===== config.mk =====
export PLATFORM = sky130hd
export DESIGN_NAME = patch_sum_collector
export DESIGN_NICKNAME = d
export VERILOG_FILES = /design/src/rtl/patch_sum_collector.sv
export SDC_FILE = /design/constraint.sdc
export NUM_CORES = 1
export LEC_CHECK = 0
export CAP_MARGIN = 20
export CORE_ASPECT_RATIO = 1.25
export CORE_MARGIN = 2
export CORE_UTILIZATION = 28
export CTS_CLUSTER_DIAMETER = 150
export DETAILED_ROUTE_END_ITERATION = 7
export SLEW_MARGIN = 10
export SYNTH_ARGS = -nofsm -noshare
export SYNTH_HDL_FRONTEND = slang
export SYNTH_SLANG_ARGS = --single-unit

===== constraint.sdc =====
create_clock -name dram_clk -period 7.3 [get_ports dram_clk]
set_clock_uncertainty 0.05 [all_clocks]
set_input_delay 1.46 -clock dram_clk [delete_from_list [all_inputs] [get_ports dram_clk]]
set_output_delay 1.46 -clock dram_clk [all_outputs]
set_load 0.05 [all_outputs]

===== src/rtl/patch_sum_collector.sv =====
// Collects row-reducer sums round-robin into per-patch accumulators and emits finished patch totals.
// Optional: define PATCH_SUM_SATURATE_EN to make accumulators saturate instead of wrapping.
module patch_acc #(
  parameter int ROW_SUM_SIZE   = 32,
  parameter int PATCH_SUM_SIZE = 36,
  parameter int PATCH_SIZE     = 6,
  parameter int RW             = 5
) (
  input  logic                      clk,
  input  logic                      rst,
  input  logic                      add,
  input  logic                      clr,
  input  logic [ROW_SUM_SIZE-1:0]   sum,
  input  logic [1:0]                nrows,
  output logic [PATCH_SUM_SIZE-1:0] acc,
  output logic                      done,
  output logic                      over
);
  logic [RW-1:0]             rows, rows_nxt;
  logic [PATCH_SUM_SIZE-1:0] acc_nxt;

`ifdef PATCH_SUM_SATURATE_EN
  logic [PATCH_SUM_SIZE:0] sum_ext;
  assign sum_ext = {1'b0, acc} + (PATCH_SUM_SIZE+1)'(sum);
  assign acc_nxt = sum_ext[PATCH_SUM_SIZE] ? '1 : sum_ext[PATCH_SUM_SIZE-1:0];
`else
  assign acc_nxt = acc + PATCH_SUM_SIZE'(sum);
`endif

  assign rows_nxt = rows + RW'(nrows);
  assign over     = add && (rows_nxt > RW'(PATCH_SIZE));

  // add and clr never hit the same patch: a done patch is masked from arbitration
  always_ff @(posedge clk or posedge rst) begin
    if (rst) begin
      acc  <= '0;
      rows <= '0;
      done <= 1'b0;
    end else if (clr) begin
      acc  <= '0;
      rows <= '0;
      done <= 1'b0;
    end else if (add) begin
      acc  <= acc_nxt;
      rows <= rows_nxt;
      done <= (rows_nxt >= RW'(PATCH_SIZE));
    end
  end
endmodule

module patch_sum_collector #(
  parameter int N_ROW_REDUCER   = 4,
  parameter int N_PATCH_REDUCER = 2,
  parameter int PATCH_SIZE      = 6,
  parameter int ROW_SUM_SIZE    = 32,
  parameter int PATCH_SUM_SIZE  = 36,
  localparam int OW = (N_PATCH_REDUCER > 1) ? $clog2(N_PATCH_REDUCER) : 1
) (
  input  logic                                        dram_clk,
  input  logic                                        reset,
  input  logic [N_ROW_REDUCER-1:0][1:0]               row_sum_rdy,
  input  logic [N_ROW_REDUCER-1:0][ROW_SUM_SIZE-1:0]  row_sum,
  input  logic [N_ROW_REDUCER-1:0][OW-1:0]            row_owner,
  output logic [N_ROW_REDUCER-1:0]                    row_sum_ack,
  output logic                                        patch_valid,
  input  logic                                        patch_ready,
  output logic [OW-1:0]                               patch_id,
  output logic [PATCH_SUM_SIZE-1:0]                   patch_sum,
  output logic                                        overrun
);
  localparam int RW = $clog2(PATCH_SIZE*2) + 1;
  localparam int PW = (N_ROW_REDUCER > 1) ? $clog2(N_ROW_REDUCER) : 1;

  logic [N_PATCH_REDUCER-1:0][PATCH_SUM_SIZE-1:0] acc;
  logic [N_PATCH_REDUCER-1:0] done, over, clr;
  logic [N_ROW_REDUCER-1:0]   elig;
  logic [PW-1:0] rr_ptr, gnt_idx, cand;
  logic          gnt, any_done, load_ok;
  logic [OW-1:0] sel;

  always_comb begin
    for (int i = 0; i < N_ROW_REDUCER; i++)
      elig[i] = (|row_sum_rdy[i]) && !done[row_owner[i]];
  end

  // first eligible reducer after the last one granted
  always_comb begin
    gnt     = 1'b0;
    gnt_idx = rr_ptr;
    cand    = '0;
    for (int k = 1; k <= N_ROW_REDUCER; k++) begin
      cand = PW'((int'(rr_ptr) + k) % N_ROW_REDUCER);
      if (!gnt && elig[cand]) begin
        gnt     = 1'b1;
        gnt_idx = cand;
      end
    end
  end

  always_comb begin
    row_sum_ack = '0;
    if (gnt && !reset) row_sum_ack[gnt_idx] = 1'b1;
  end

  // lowest-index finished patch wins the output register
  always_comb begin
    any_done = 1'b0;
    sel      = '0;
    for (int p = N_PATCH_REDUCER-1; p >= 0; p--)
      if (done[p]) begin
        any_done = 1'b1;
        sel      = OW'(p);
      end
  end

  assign load_ok = !patch_valid || patch_ready;

  for (genvar p = 0; p < N_PATCH_REDUCER; p++) begin : g_patch
    assign clr[p] = load_ok && any_done && (sel == OW'(p));
    patch_acc #(
      .ROW_SUM_SIZE  (ROW_SUM_SIZE),
      .PATCH_SUM_SIZE(PATCH_SUM_SIZE),
      .PATCH_SIZE    (PATCH_SIZE),
      .RW            (RW)
    ) u_acc (
      .clk  (dram_clk),
      .rst  (reset),
      .add  (gnt && (row_owner[gnt_idx] == OW'(p))),
      .clr  (clr[p]),
      .sum  (row_sum[gnt_idx]),
      .nrows(row_sum_rdy[gnt_idx]),
      .acc  (acc[p]),
      .done (done[p]),
      .over (over[p])
    );
  end

  always_ff @(posedge dram_clk or posedge reset) begin
    if (reset) begin
      rr_ptr      <= PW'(N_ROW_REDUCER-1);
      patch_valid <= 1'b0;
      patch_id    <= '0;
      patch_sum   <= '0;
      overrun     <= 1'b0;
    end else begin
      if (gnt) rr_ptr <= gnt_idx;
      if (|over) overrun <= 1'b1;
      if (load_ok) begin
        patch_valid <= any_done;
        if (any_done) begin
          patch_id  <= sel;
          patch_sum <= acc[sel];
        end
      end
    end
  end
endmodule

==> out/metrics.yaml, run 1 <==
yosys:
  yosysWarnings: 0
  synth_seq_area_share_pct: 32.4
  synth_edf_count: 0
  syn-cell-area_um2: 9670
  synthTopCellsByArea: "dfrtp_1 (32%), ha_1 (9.3%), nand2_1 (7.1%)"
  synth_flop_cell: "dfrtp_1"
  synth_cell_types: 76
  yosysMostFrequentCell: "nand2_1"
  synth_nets: 1398
  synth_top_area_share_pct: 31.8
  syn_avg_cell_area_um2: 8.20
  synth_top_area_cell: "dfrtp_1"
  netlist_instances: 1179
  ys_top_cells_by_count: "nand2_1 (182), dfrtp_1 (123), o21ai_0 (90)"
  async_flop_share_pct: 100
  synth-seq-cells: 125
placement:
  place.gp.congestion: 0.926
  port_buffers: 185
  dp_hpwl_mm: 24.0
worst_setup_path:
  cpPeakStageDelay_ps: 530
  crit_arrival_ps: 6860
  start_kind: "input port"
  crit_top_cell: "buf_4"
  crit_path_top_delay_cell: "clkdlybuf4s50_1"
  path_cells: "clkdlybuf4s50_1 > mux2i_1 > and2_0 > o311ai_2 > nor2_4 > buf_4 > clkinv_1 > buf_4 > a31oi_1 > ha_1 > inv_1 > fa_1 > nand3b_1 > a21oi_1 > o21ai_0 > a211oi_1 > buf_4 > o21ai_0 > a21boi_0 > nor3_1 > o211ai_1 > o31ai_1"
  required_ps: 7560
  cp-end-kind: "flip-flop"
  path_class: "input port to flip-flop"
  worstPathMaxFanout: 24
clocking:
  cts.path.max_buffers: 2
  cts_resized: 0
  clock_latency_ps: 430
  cts-root-buf: "clkbuf_16"
  path_clk_slew_ps: 60
  hold_buffers: 0
  htreeDepth: 4
  cts_buffers: 17
  cts.sinks: 125
  cts_tree: "yes"
  post-cts-setup-buffer-count: 0
global_routing:
  grt_usage_pct: 17.8
  antenna_found_initial: 0
  grt_overflow_total: 0
  grt_max_degree: 76
  grt_pass1_vias: 9489
  grt_pass1_wl_mm: 50.5
timing:
  maxSlewViolCount: 0
  period_share_pct: 90.5
  finalHoldViolations: 0
  setup_viol: 0
  max_freq_mhz: 151
  worst_pin_slew_ps: 996
  rsz0062_at_grt: "no"
  fin_crit_ps: 6610
  slew_headroom_pct: 33.3
  tns_ps: 0
detailed_routing:
  finalWirelength_mm: 32.2
  routed-via-count: 9695
  final_antenna_net_count: 0
  routedWlPerCell_um: 18.1
  drt_iter0_markers: 791
  dr.pass1.iters: 8
  drc: 0
  via_per_inst: 5.45
floorplanning:
  core.rowCount: 76
  die-area_um2: 36000
  die_h_um: 212
  die_w_um: 170
  start_util_pct: 28.2
  io_pins: 186
  design.core.area_um2: 34200
worst_hold_path:
  hold_class: "flip-flop to flip-flop"
final_layout:
  n_fill_cell: 3540
  multi_input_area_um2: 6040
  area_growth_pct: 30.5
  drive_above_1_share_pct: 6.08
  n_antenna_cell: 0
  finalNetCount: 1555
  ff_latch_area_um2: 3130
flow_run:
  max_cap_viol_count: 0
outcome:
  status: "finished clean"
## cell usage in the layout (no fill, tap or decap), drive strengths merged, types with 6 or more instances in the layout
master,Yosys,final
o21ai,100,100
nand3,87,87
o31ai,11,11
a21oi,63,63
clkinvlp,0,6
o21bai,8,8
clkbuf,35,18
ha,72,72
nor2,50,50
xor2,34,34
mux2i,14,14
o211ai,7,7
nand2,182,182
o21a,9,9
a222oi,36,36
inv,69,71
xnor2,25,25
buf,28,19
nand2b,7,7
a21o,28,28
and3,41,41
dfrtp,123,123
nor3,13,13
clkdlybuf4s50,0,182
o2111ai,6,6
a31oi,41,41
a211oi,10,10
## sequential cells by signal (all words and copies together), names as in the netlist
name                cells
g_patch.u_acc.acc      72
g_patch.u_acc.done      2
g_patch.u_acc.rows     10
overrun                 1
patch_id                1
patch_sum              36
patch_valid             1
rr_ptr                  2
## layer usage
| layer | routed length [µm] | global-route usage, % | vias to the layer above |
|---|---|---|---|
| met5 | 0 | 0 | - |
| met4 | 1020 | 7.34 | 0 |
| met3 | 1970 | 2.94 | 59 |
| met2 | 15800 | 31.0 | 342 |
| met1 | 13400 | 21.8 | 4636 |
| li1 | - | - | 4658 |
## layout make-up
| type | instances | area share, % |
|---|---|---|
| Multi-Input combinational cell | 921 | 47.8 |
| Timing Repair Buffer | 201 | 16.2 |
| Sequential cell | 125 | 24.8 |
| Tap cell | 429 | 4.25 |
| Clock buffer | 18 | 3.48 |
| Clock inverter | 14 | 1.33 |
| Inverter | 70 | 2.10 |
## through the flow
step	hold slack (ps)	instance area [µm²]	utilization, %	setup slack, ps	instances
3_5_place_dp	410	12000	35.0	266	1744
3_3_place_gp	420	12000	35.0	395	1744
4_1_cts	434	12600	36.7	707	1776
5_1_grt	447	12600	36.9	376	1778
6_report	433	12600	36.9	691	1778
2_1_floorplan	396	9670	-	1560	1179
## critical path: cells and delay by family
kind	cells	cell delay, ps
AO/OA/AOI/OAI	9	2090
buffers and inverters	6	1510
AND/OR/NAND/NOR	4	820
adder cells (fa/ha/maj)	2	700
multiplexers	1	270
## cell families (layout without fill, tap and decap cells)
family / count (synthesis) / in the layout / share of synthesized area [%]
and+or+nand+nor: 415 / 415 / 19.8
AOI/OAI and AO/OA: 356 / 356 / 25.2
buffers and inverters: 133 / 303 / 5.52
DFF: 125 / 125 / 32.4
adders and majority gates: 76 / 76 / 10.1
xor gates and xnor gates: 59 / 59 / 5.34
muxes: 15 / 15 / 1.57
## path summary, 6_finish.rpt
path,to,cells past startpoint,startpoint,slack (ps)
max,g_patch[0].u_acc.acc[34],22,row_owner[2],690
min,g_patch[0].u_acc.acc[35],1,g_patch[0].u_acc.acc[35],430
max reg2reg,g_patch[0].u_acc.acc[34],21,g_patch[0].u_acc.done,1710
min reg2reg,g_patch[0].u_acc.acc[35],1,g_patch[0].u_acc.acc[35],430
max in group asynchronous,g_patch[1].u_acc.acc[14],4,reset,4330
min in group asynchronous,g_patch[0].u_acc.acc[6],2,reset,1470
Power of run 1 is not shown: default switching activity piles up to over one toggle a cycle in this logic, so the estimate is an artifact.
==> run 2: changes to the inputs <==
--- a/config.mk
+++ b/config.mk
@@ -11,6 +11,7 @@
 export CORE_UTILIZATION = 28
 export CTS_CLUSTER_DIAMETER = 150
 export DETAILED_ROUTE_END_ITERATION = 7
+export SKIP_LAST_GASP = 1
 export SLEW_MARGIN = 10
 export SYNTH_ARGS = -nofsm -noshare
 export SYNTH_HDL_FRONTEND = slang
==> results of run 2 <==
Same layout as run 1: the final DEF is identical, and so are final timing and power.
Power of run 2 is left out for the same reason.
